$ cat config.mk
export PLATFORM = sky130hd
export DESIGN_NAME = pd_loop_sequencer
export DESIGN_NICKNAME = d
export VERILOG_FILES = /design/src/rtl/pd_ctrl_pkg.sv /design/src/rtl/pd_mul16.sv /design/src/rtl/pd_loop_sequencer.sv
export SDC_FILE = /design/constraint.sdc
export NUM_CORES = 1
export LEC_CHECK = 0
export ABC_AREA = 1
export BUFFER_PORTS_ARGS = -buffer_cell sky130_fd_sc_hd__clkbuf_2
export CORE_MARGIN = 2
export CORE_UTILIZATION = 65
export CTS_CLUSTER_DIAMETER = 150
export DETAILED_ROUTE_END_ITERATION = 12
export PLACE_DENSITY = 0.92
export SYNTH_ARGS = -nofsm -noshare
export SYNTH_HDL_FRONTEND = slang
export SYNTH_SLANG_ARGS = --single-unit
$ cat constraint.sdc
create_clock -name clk -period 11.3 [get_ports clk]
set_input_delay 2.26 -clock clk [delete_from_list [all_inputs] [get_ports clk]]
set_output_delay 2.26 -clock clk [all_outputs]
set_load 0.05 [all_outputs]
$ cat src/rtl/pd_ctrl_pkg.sv
// Shared types, widths and saturation helper for the PD balance loop.
package pd_ctrl_pkg;

    localparam int DATA_W = 16;
    localparam int ACC_W  = 33;

    typedef enum logic [2:0] {
        IDLE,
        WAIT_SENSOR,
        CALC_ERR,
        MUL_P,
        MUL_D,
        SATURATE
    } pd_state_t;

    // Saturate a wide signed value to DATA_W bits.
    function automatic logic signed [DATA_W-1:0] sat_data(input logic signed [ACC_W-1:0] x);
        if ((&x[ACC_W-1:DATA_W-1]) || !(|x[ACC_W-1:DATA_W-1]))
            return x[DATA_W-1:0];
        return x[ACC_W-1] ? {1'b1, {(DATA_W-1){1'b0}}} : {1'b0, {(DATA_W-1){1'b1}}};
    endfunction

endpackage

$ cat src/rtl/pd_mul16.sv
// Combinational signed 16x16 -> 32 multiplier shared by the P and D terms.
module pd_mul16 (
    input  logic signed [15:0] a,
    input  logic signed [15:0] b,
    output logic signed [31:0] p
);

    assign p = a * b;

endmodule

$ cat src/rtl/pd_loop_sequencer.sv
// Periodic PD control sequencer: period tick, sensor handshake, time-shared
// multiply, output saturation and PWM publish with a one-cycle valid strobe.
module pd_loop_sequencer
    import pd_ctrl_pkg::*;
#(
    parameter int PERIOD  = 1000,
    parameter int TIMEOUT = 64,
    parameter int SHIFT   = 0,
    parameter int PWM_MAX = 7000
) (
    input  logic                     clk,
    input  logic                     rst,
    input  logic                     en,
    input  logic signed [DATA_W-1:0] setpoint,
    input  logic signed [DATA_W-1:0] kp,
    input  logic signed [DATA_W-1:0] kd,
    output logic                     sample_req,
    input  logic                     sensor_valid,
    input  logic signed [DATA_W-1:0] sensor,
    output logic signed [DATA_W-1:0] pwm,
    output logic                     pwm_valid,
    output logic                     busy,
    output logic                     timeout_flag,
    output logic                     overrun_flag,
    input  logic                     clr_flags
);

    localparam int CNT_W = (PERIOD > 1) ? $clog2(PERIOD) : 1;
    localparam int TO_W  = (TIMEOUT > 1) ? $clog2(TIMEOUT) : 1;
    localparam logic signed [DATA_W-1:0] PWM_HI = DATA_W'(PWM_MAX);
    localparam logic signed [DATA_W-1:0] PWM_LO = DATA_W'(-PWM_MAX);

    function automatic logic signed [DATA_W-1:0] clamp_pwm(input logic signed [DATA_W-1:0] x);
        if (x > PWM_HI) return PWM_HI;
        if (x < PWM_LO) return PWM_LO;
        return x;
    endfunction

    pd_state_t state, state_nxt;

    logic [CNT_W-1:0] cnt;
    logic [TO_W-1:0]  wcnt;
    logic             tick, hs, to_evt, ov_evt;
    logic             first_sample;

    logic signed [DATA_W-1:0]   sensor_q, bias, d_bias, last_bias;
    logic signed [DATA_W-1:0]   bias_nxt, d_bias_nxt, pwm_nxt;
    logic signed [ACC_W-1:0]    err_wide, d_wide, acc, acc_shr, prod_ext;
    logic signed [DATA_W-1:0]   mul_a, mul_b;
    logic signed [2*DATA_W-1:0] prod;

    assign tick       = en && (cnt == CNT_W'(PERIOD - 1));
    assign sample_req = (state == WAIT_SENSOR);
    assign busy       = (state != IDLE);
    assign ov_evt     = tick && (state != IDLE);

    always_ff @(posedge clk or posedge rst) begin
        if (rst) state <= IDLE;
        else     state <= state_nxt;
    end

    always_comb begin
        state_nxt = state;
        hs        = 1'b0;
        to_evt    = 1'b0;
        case (state)
            IDLE:        if (tick) state_nxt = WAIT_SENSOR;
            WAIT_SENSOR: begin
                if (sensor_valid) begin
                    hs        = 1'b1;
                    state_nxt = CALC_ERR;
                end else if (wcnt == TO_W'(TIMEOUT - 1)) begin
                    to_evt    = 1'b1;
                    state_nxt = IDLE;
                end
            end
            CALC_ERR:    state_nxt = MUL_P;
            MUL_P:       state_nxt = MUL_D;
            MUL_D:       state_nxt = SATURATE;
            SATURATE:    state_nxt = IDLE;
            default:     state_nxt = IDLE;
        endcase
        if (!en) begin
            state_nxt = IDLE;
            hs        = 1'b0;
            to_evt    = 1'b0;
        end
    end

    // Error terms are formed at 33 bits so the 17-bit differences never wrap.
    assign err_wide   = {{(ACC_W-DATA_W){sensor_q[DATA_W-1]}}, sensor_q}
                      - {{(ACC_W-DATA_W){setpoint[DATA_W-1]}}, setpoint};
    assign bias_nxt   = sat_data(err_wide);
    assign d_wide     = {{(ACC_W-DATA_W){bias_nxt[DATA_W-1]}}, bias_nxt}
                      - {{(ACC_W-DATA_W){last_bias[DATA_W-1]}}, last_bias};
    assign d_bias_nxt = first_sample ? '0 : sat_data(d_wide);

    always_comb begin
        mul_a = kp;
        mul_b = bias;
        if (state == MUL_D) begin
            mul_a = kd;
            mul_b = d_bias;
        end
    end

    pd_mul16 u_mul (
        .a (mul_a),
        .b (mul_b),
        .p (prod)
    );

    assign prod_ext = {{(ACC_W-2*DATA_W){prod[2*DATA_W-1]}}, prod};
    assign acc_shr  = acc >>> SHIFT;
    assign pwm_nxt  = clamp_pwm(sat_data(acc_shr));

    always_ff @(posedge clk) begin
        if (hs)                sensor_q <= sensor;
        if (state == CALC_ERR) begin
            bias   <= bias_nxt;
            d_bias <= d_bias_nxt;
        end
        if (state == MUL_P)    acc <= prod_ext;
        if (state == MUL_D)    acc <= acc + prod_ext;
    end

    always_ff @(posedge clk or posedge rst) begin
        if (rst) begin
            cnt          <= '0;
            wcnt         <= '0;
            first_sample <= 1'b1;
            last_bias    <= '0;
            pwm          <= '0;
            pwm_valid    <= 1'b0;
        end else if (!en) begin
            cnt          <= '0;
            wcnt         <= '0;
            first_sample <= 1'b1;
            pwm          <= '0;
            pwm_valid    <= 1'b0;
        end else begin
            pwm_valid <= 1'b0;
            cnt       <= tick ? '0 : cnt + 1'b1;
            if (state == IDLE)             wcnt <= '0;
            else if (state == WAIT_SENSOR) wcnt <= wcnt + 1'b1;
            if (state == CALC_ERR) begin
                last_bias    <= bias_nxt;
                first_sample <= 1'b0;
            end
            if (state == SATURATE) begin
                pwm       <= pwm_nxt;
                pwm_valid <= 1'b1;
            end
        end
    end

    // A flag-setting event outranks a simultaneous clear.
    always_ff @(posedge clk or posedge rst) begin
        if (rst) begin
            timeout_flag <= 1'b0;
            overrun_flag <= 1'b0;
        end else begin
            if (to_evt)         timeout_flag <= 1'b1;
            else if (clr_flags) timeout_flag <= 1'b0;
            if (ov_evt)         overrun_flag <= 1'b1;
            else if (clr_flags) overrun_flag <= 1'b0;
        end
    end

endmodule

==> impl_summary.txt <==
----------------------------------------------------
[Worst setup path]
  Maximum cell stage delay along the critical path ... around 1100 ps
  Reg2Reg Launch Point ... state[0]$_DFFE_PP0P_
  Capture instance of the worst register-to-register path ... acc[32]$_DFFE_PN_
  Timing endpoint of the critical path ... acc[32]$_DFFE_PN_
  Arrival time worst endpoint ... about 11000 ps
  Critical Path Fanout Max ... 60
  CP Launch Type ... flip-flop
  Type of the worst setup path ... flip-flop to flip-flop
  Slowest library cell on the worst path ... sky130_fd_sc_hd__o21ai_1
  Data required, critical path ... around 12000 ps
  CP dominant cell by count ... sky130_fd_sc_hd__fa_1
  Worst-case reg-to-reg path depth ... 35
  Capturing element type of the critical path ... flip-flop
  Worst setup path startpoint ... state[0]$_DFFE_PP0P_
  Internal reg-to-reg setup slack ... roughly 570 ps

[Drt]
  Post-detailed-routing wire length ... around 56000 um
  Total via count in the routed design ... 17617
  Detailed-route vias per instance ... around 5.8
  Count of routing violations after the opening detailed-route iteration ... between 1500 and 2000
  DR DRC count ... 0
  Average wire per cell in the routed design ... 18.27 um
  Count of nets left with antenna violations after detail routing ... 0
  Length of the first detailed-routing pass in iterations ... 8

[STA]
  Highest Clock Rate ... a little over 90 MHz
  Clock skew ... ~8.9 ps
  Worst-Margin Slew ... ~1100 ps
  Worst relative slew slack ... between 20% and 30%
  Part of the cycle the worst path needs ... 95.00%
  Max-slew violation count ... 0
  Final setup violation count ... 0
  Crit path time final ... around 11000 ps
  Setup repair after global routing missed its margin ... false
  Fin Setup TNS ... 0 ps
  Number of hold violations in the final report ... 0

[CTS]
  CTS Buffer Depth ... 2
  CTS-repair resized insts ... 0
  Clock latency reported for the late side of the worst-skew pair ... roughly 450 ps
  Clock slew at reported path FFs ... approximately 70 ps
  Clock net sink count ... 136
  Number of H-tree levels ... 4
  Buffer count from post-CTS setup fixing ... 0
  Root cell of the clock tree ... sky130_fd_sc_hd__clkbuf_16
  TritonCTS Buffers ... 17
  Clock tree from TritonCTS ... yes
  Count of hold buffers inserted by post-cts repair ... 0

[Logic synthesis]
  Count of flip-flops with a built-in enable after synthesis ... roughly 80
  Leading post-synthesis cells by cell area ... sky130_fd_sc_hd__fa_1, sky130_fd_sc_hd__edfxtp_1, sky130_fd_sc_hd__inv_1
  Dominant synthesized flop cell ... sky130_fd_sc_hd__edfxtp_1
  Share of the synthesized area in the top cell type ... 26.65%
  Synthesized area per cell ... ~8 um2
  Number of storage elements in the synthesis netlist ... about 140
  Most area-hungry cell type in the Yosys netlist ... sky130_fd_sc_hd__fa_1
  Yosys Warn Count ... 0
  Instance count of the mapped netlist ... 2541
  Synth Cell Area ... approximately 20000 um2
  Distinct cells, synth ... 57
  Share of flip-flops with an asynchronous set or reset ... 40.44%
  Net count after synthesis ... 3028
  Sequential area share after synthesis ... approximately a fifth

[Floorplan]
  Core Area ... between 30000 and 40000 um2
  Die ar. ... 32040 um2
  I/O pin count ... 90
  Vert. Die Dim ... 179.0 um
  Starting utilization of the core area ... approximately 66%
  Number of placement rows ... 64
  DIE WIDTH ... 179.0 um

[Placed design]
  Routability congestion estimate ... 1.009
  HPWL after detailed placement ... 44100 um
  # port buffers ... 89

[Global routing]
  GR Overflow Total ... 0
  Global-route wire length before repair ... ~91000 um
  Global routing usage summed across all routing layers ... a little under two fifths
  Via count of the first global-routing pass ... about 18000
  Antenna violations before repair ... 0
  Maximum number of pins on one net before global-route repair ... 61

[Layout]
  Antenna cell count ... 0
  Area Overhead vs Synth ... 7.518%
  Post-layout net count ... between 3000 and 4000
  Layout cell share with drive strength beyond 1 ... roughly 8%
  Final Core Density ... 70.52%

[Flow run]
  Reported max-cap violation count ... 0

[Outcome]
  Outcome ... complete, no violations

[Worst hold path]
  Worst min-delay path class ... flip-flop to flip-flop
  Worst Hold Path Cells ... 1

----------------------------------------------------
==> how the worst min path moves through the flow <==
stage / start / endpoint / slack, ps
floorplan: cnt[0]$_DFF_PP0_ / cnt[0]$_DFF_PP0_ / 430
global placement: cnt[0]$_DFF_PP0_ / cnt[0]$_DFF_PP0_ / 450
detailed placement: last_bias[11]$_DFFE_PP0P_ / last_bias[11]$_DFFE_PP0P_ / 470
CTS: last_bias[11]$_DFFE_PP0P_ / last_bias[11]$_DFFE_PP0P_ / 480
global route: pwm[5]$_DFFE_PP0P_ / pwm[5]$_DFFE_PP0P_ / 520
finish: cnt[0]$_DFF_PP0_ / cnt[0]$_DFF_PP0_ / 490
==> worst max-delay path: cells and delay by family (launching register included) <==
family / cells / cell delay (ps)
fa+ha+maj: 8 / 3730
flops: 1 / 430
buf+inv: 7 / 1850
simple gates: 14 / 2390
compound gates: 6 / 2080
==> area by class of cell <==
type | count | area, um2
Fill cell | 2293 | 8947
Tap cell | 396 | 495.5
Clock buffer | 18 | 429.2
Clock inverter | 14 | 146.4
Sequential cell | 136 | 3810
Timing Repair Buffer | 113 | 625.6
Inverter | 551 | 2069
Multi-Input combinational cell | 1810 | 13830
==> flip-flops by register name, indices dropped and copies added (netlist names), 3 cells and up <==
register,count
d_bias,16
wcnt,6
state,3
last_bias,16
acc,33
pwm,16
cnt,10
sensor_q,16
bias,16
==> layer usage <==
| layer | vias to the layer above | share of wire [%] | track usage (%) |
|---|---|---|---|
| li1 | 8032 | - | - |
| met1 | 8343 | 38 | 44.07 |
| met2 | 1011 | 46 | 59.34 |
| met3 | 231 | 10 | 10.54 |
| met4 | 0 | 6.5 | 21.95 |
| met5 | - | 0 | 0 |
==> cell usage in the layout (no fill, tap or decap), types with 7 or more instances in the layout <==
master,netlist,layout
sky130_fd_sc_hd__inv_1,538,537
sky130_fd_sc_hd__nand2_1,522,522
sky130_fd_sc_hd__nor2_1,285,285
sky130_fd_sc_hd__fa_1,265,265
sky130_fd_sc_hd__ha_1,153,153
sky130_fd_sc_hd__a21oi_1,123,123
sky130_fd_sc_hd__o21ai_0,116,116
sky130_fd_sc_hd__nand3_1,95,95
sky130_fd_sc_hd__clkbuf_2,1,89
sky130_fd_sc_hd__edfxtp_1,81,81
sky130_fd_sc_hd__dfrtp_1,54,54
sky130_fd_sc_hd__xor2_1,37,37
sky130_fd_sc_hd__xnor2_1,32,32
sky130_fd_sc_hd__buf_4,1,24
sky130_fd_sc_hd__nor3_1,24,23
sky130_fd_sc_hd__clkbuf_16,0,17
sky130_fd_sc_hd__nand4_1,13,13
sky130_fd_sc_hd__o21ai_1,13,13
sky130_fd_sc_hd__o21ai_2,12,12
sky130_fd_sc_hd__o21bai_1,12,12
sky130_fd_sc_hd__a21o_1,11,11
sky130_fd_sc_hd__nand3b_1,10,10
sky130_fd_sc_hd__inv_2,10,10
sky130_fd_sc_hd__nand2_2,9,9
sky130_fd_sc_hd__a31oi_1,8,8
sky130_fd_sc_hd__and2_1,7,7
sky130_fd_sc_hd__or2_2,7,7
==> kinds of logic (layout without fill, tap and decap cells) <==
kind of cell | count (synthesis) | in the layout | share of synthesized area (%)
AO/OA/AOI/OAI | 327 | 327 | 9.347
buffers and inverters | 595 | 696 | 11.43
AND/OR/NAND/NOR | 996 | 996 | 20.78
flip-flops | 136 | 136 | 19.14
XOR/XNOR | 69 | 69 | 3.036
adder cells (fa/ha/maj) | 418 | 418 | 36.27
==> synthesized netlist by cell type (all sizes together), types with 5 or more instances <==
| cell | number |
|---|---|
| or2 | 8 |
| ha | 153 |
| a21o | 11 |
| clkbuf | 30 |
| xnor2 | 32 |
| nor2 | 293 |
| nand3 | 103 |
| o22ai | 5 |
| nand4 | 13 |
| nand3b | 10 |
| o21bai | 18 |
| o21ai | 141 |
| buf | 14 |
| nor3 | 24 |
| dfrtp | 54 |
| and2 | 7 |
| a21oi | 123 |
| a31oi | 8 |
| edfxtp | 81 |
| xor2 | 37 |
| inv | 548 |
| fa | 265 |
| nand2 | 531 |
==> metrics by stage <==
step           instances  hold WS, ps  area [um2]  setup WS (ps)
2_1_floorplan       2541        432.9       19910           2133
3_3_place_gp        3006        448.5       20830          945.5
6_report            3038        486.9       21400          565.5
4_1_cts             3038        484.7       21400          983.1
5_1_grt             3038        517.9       21400          69.11
3_5_place_dp        3006        468.0       20830          965.5
Power is left out: the tool's default activity adds up to more than one toggle a clock period on the data nets, which glitch-free logic cannot reach.
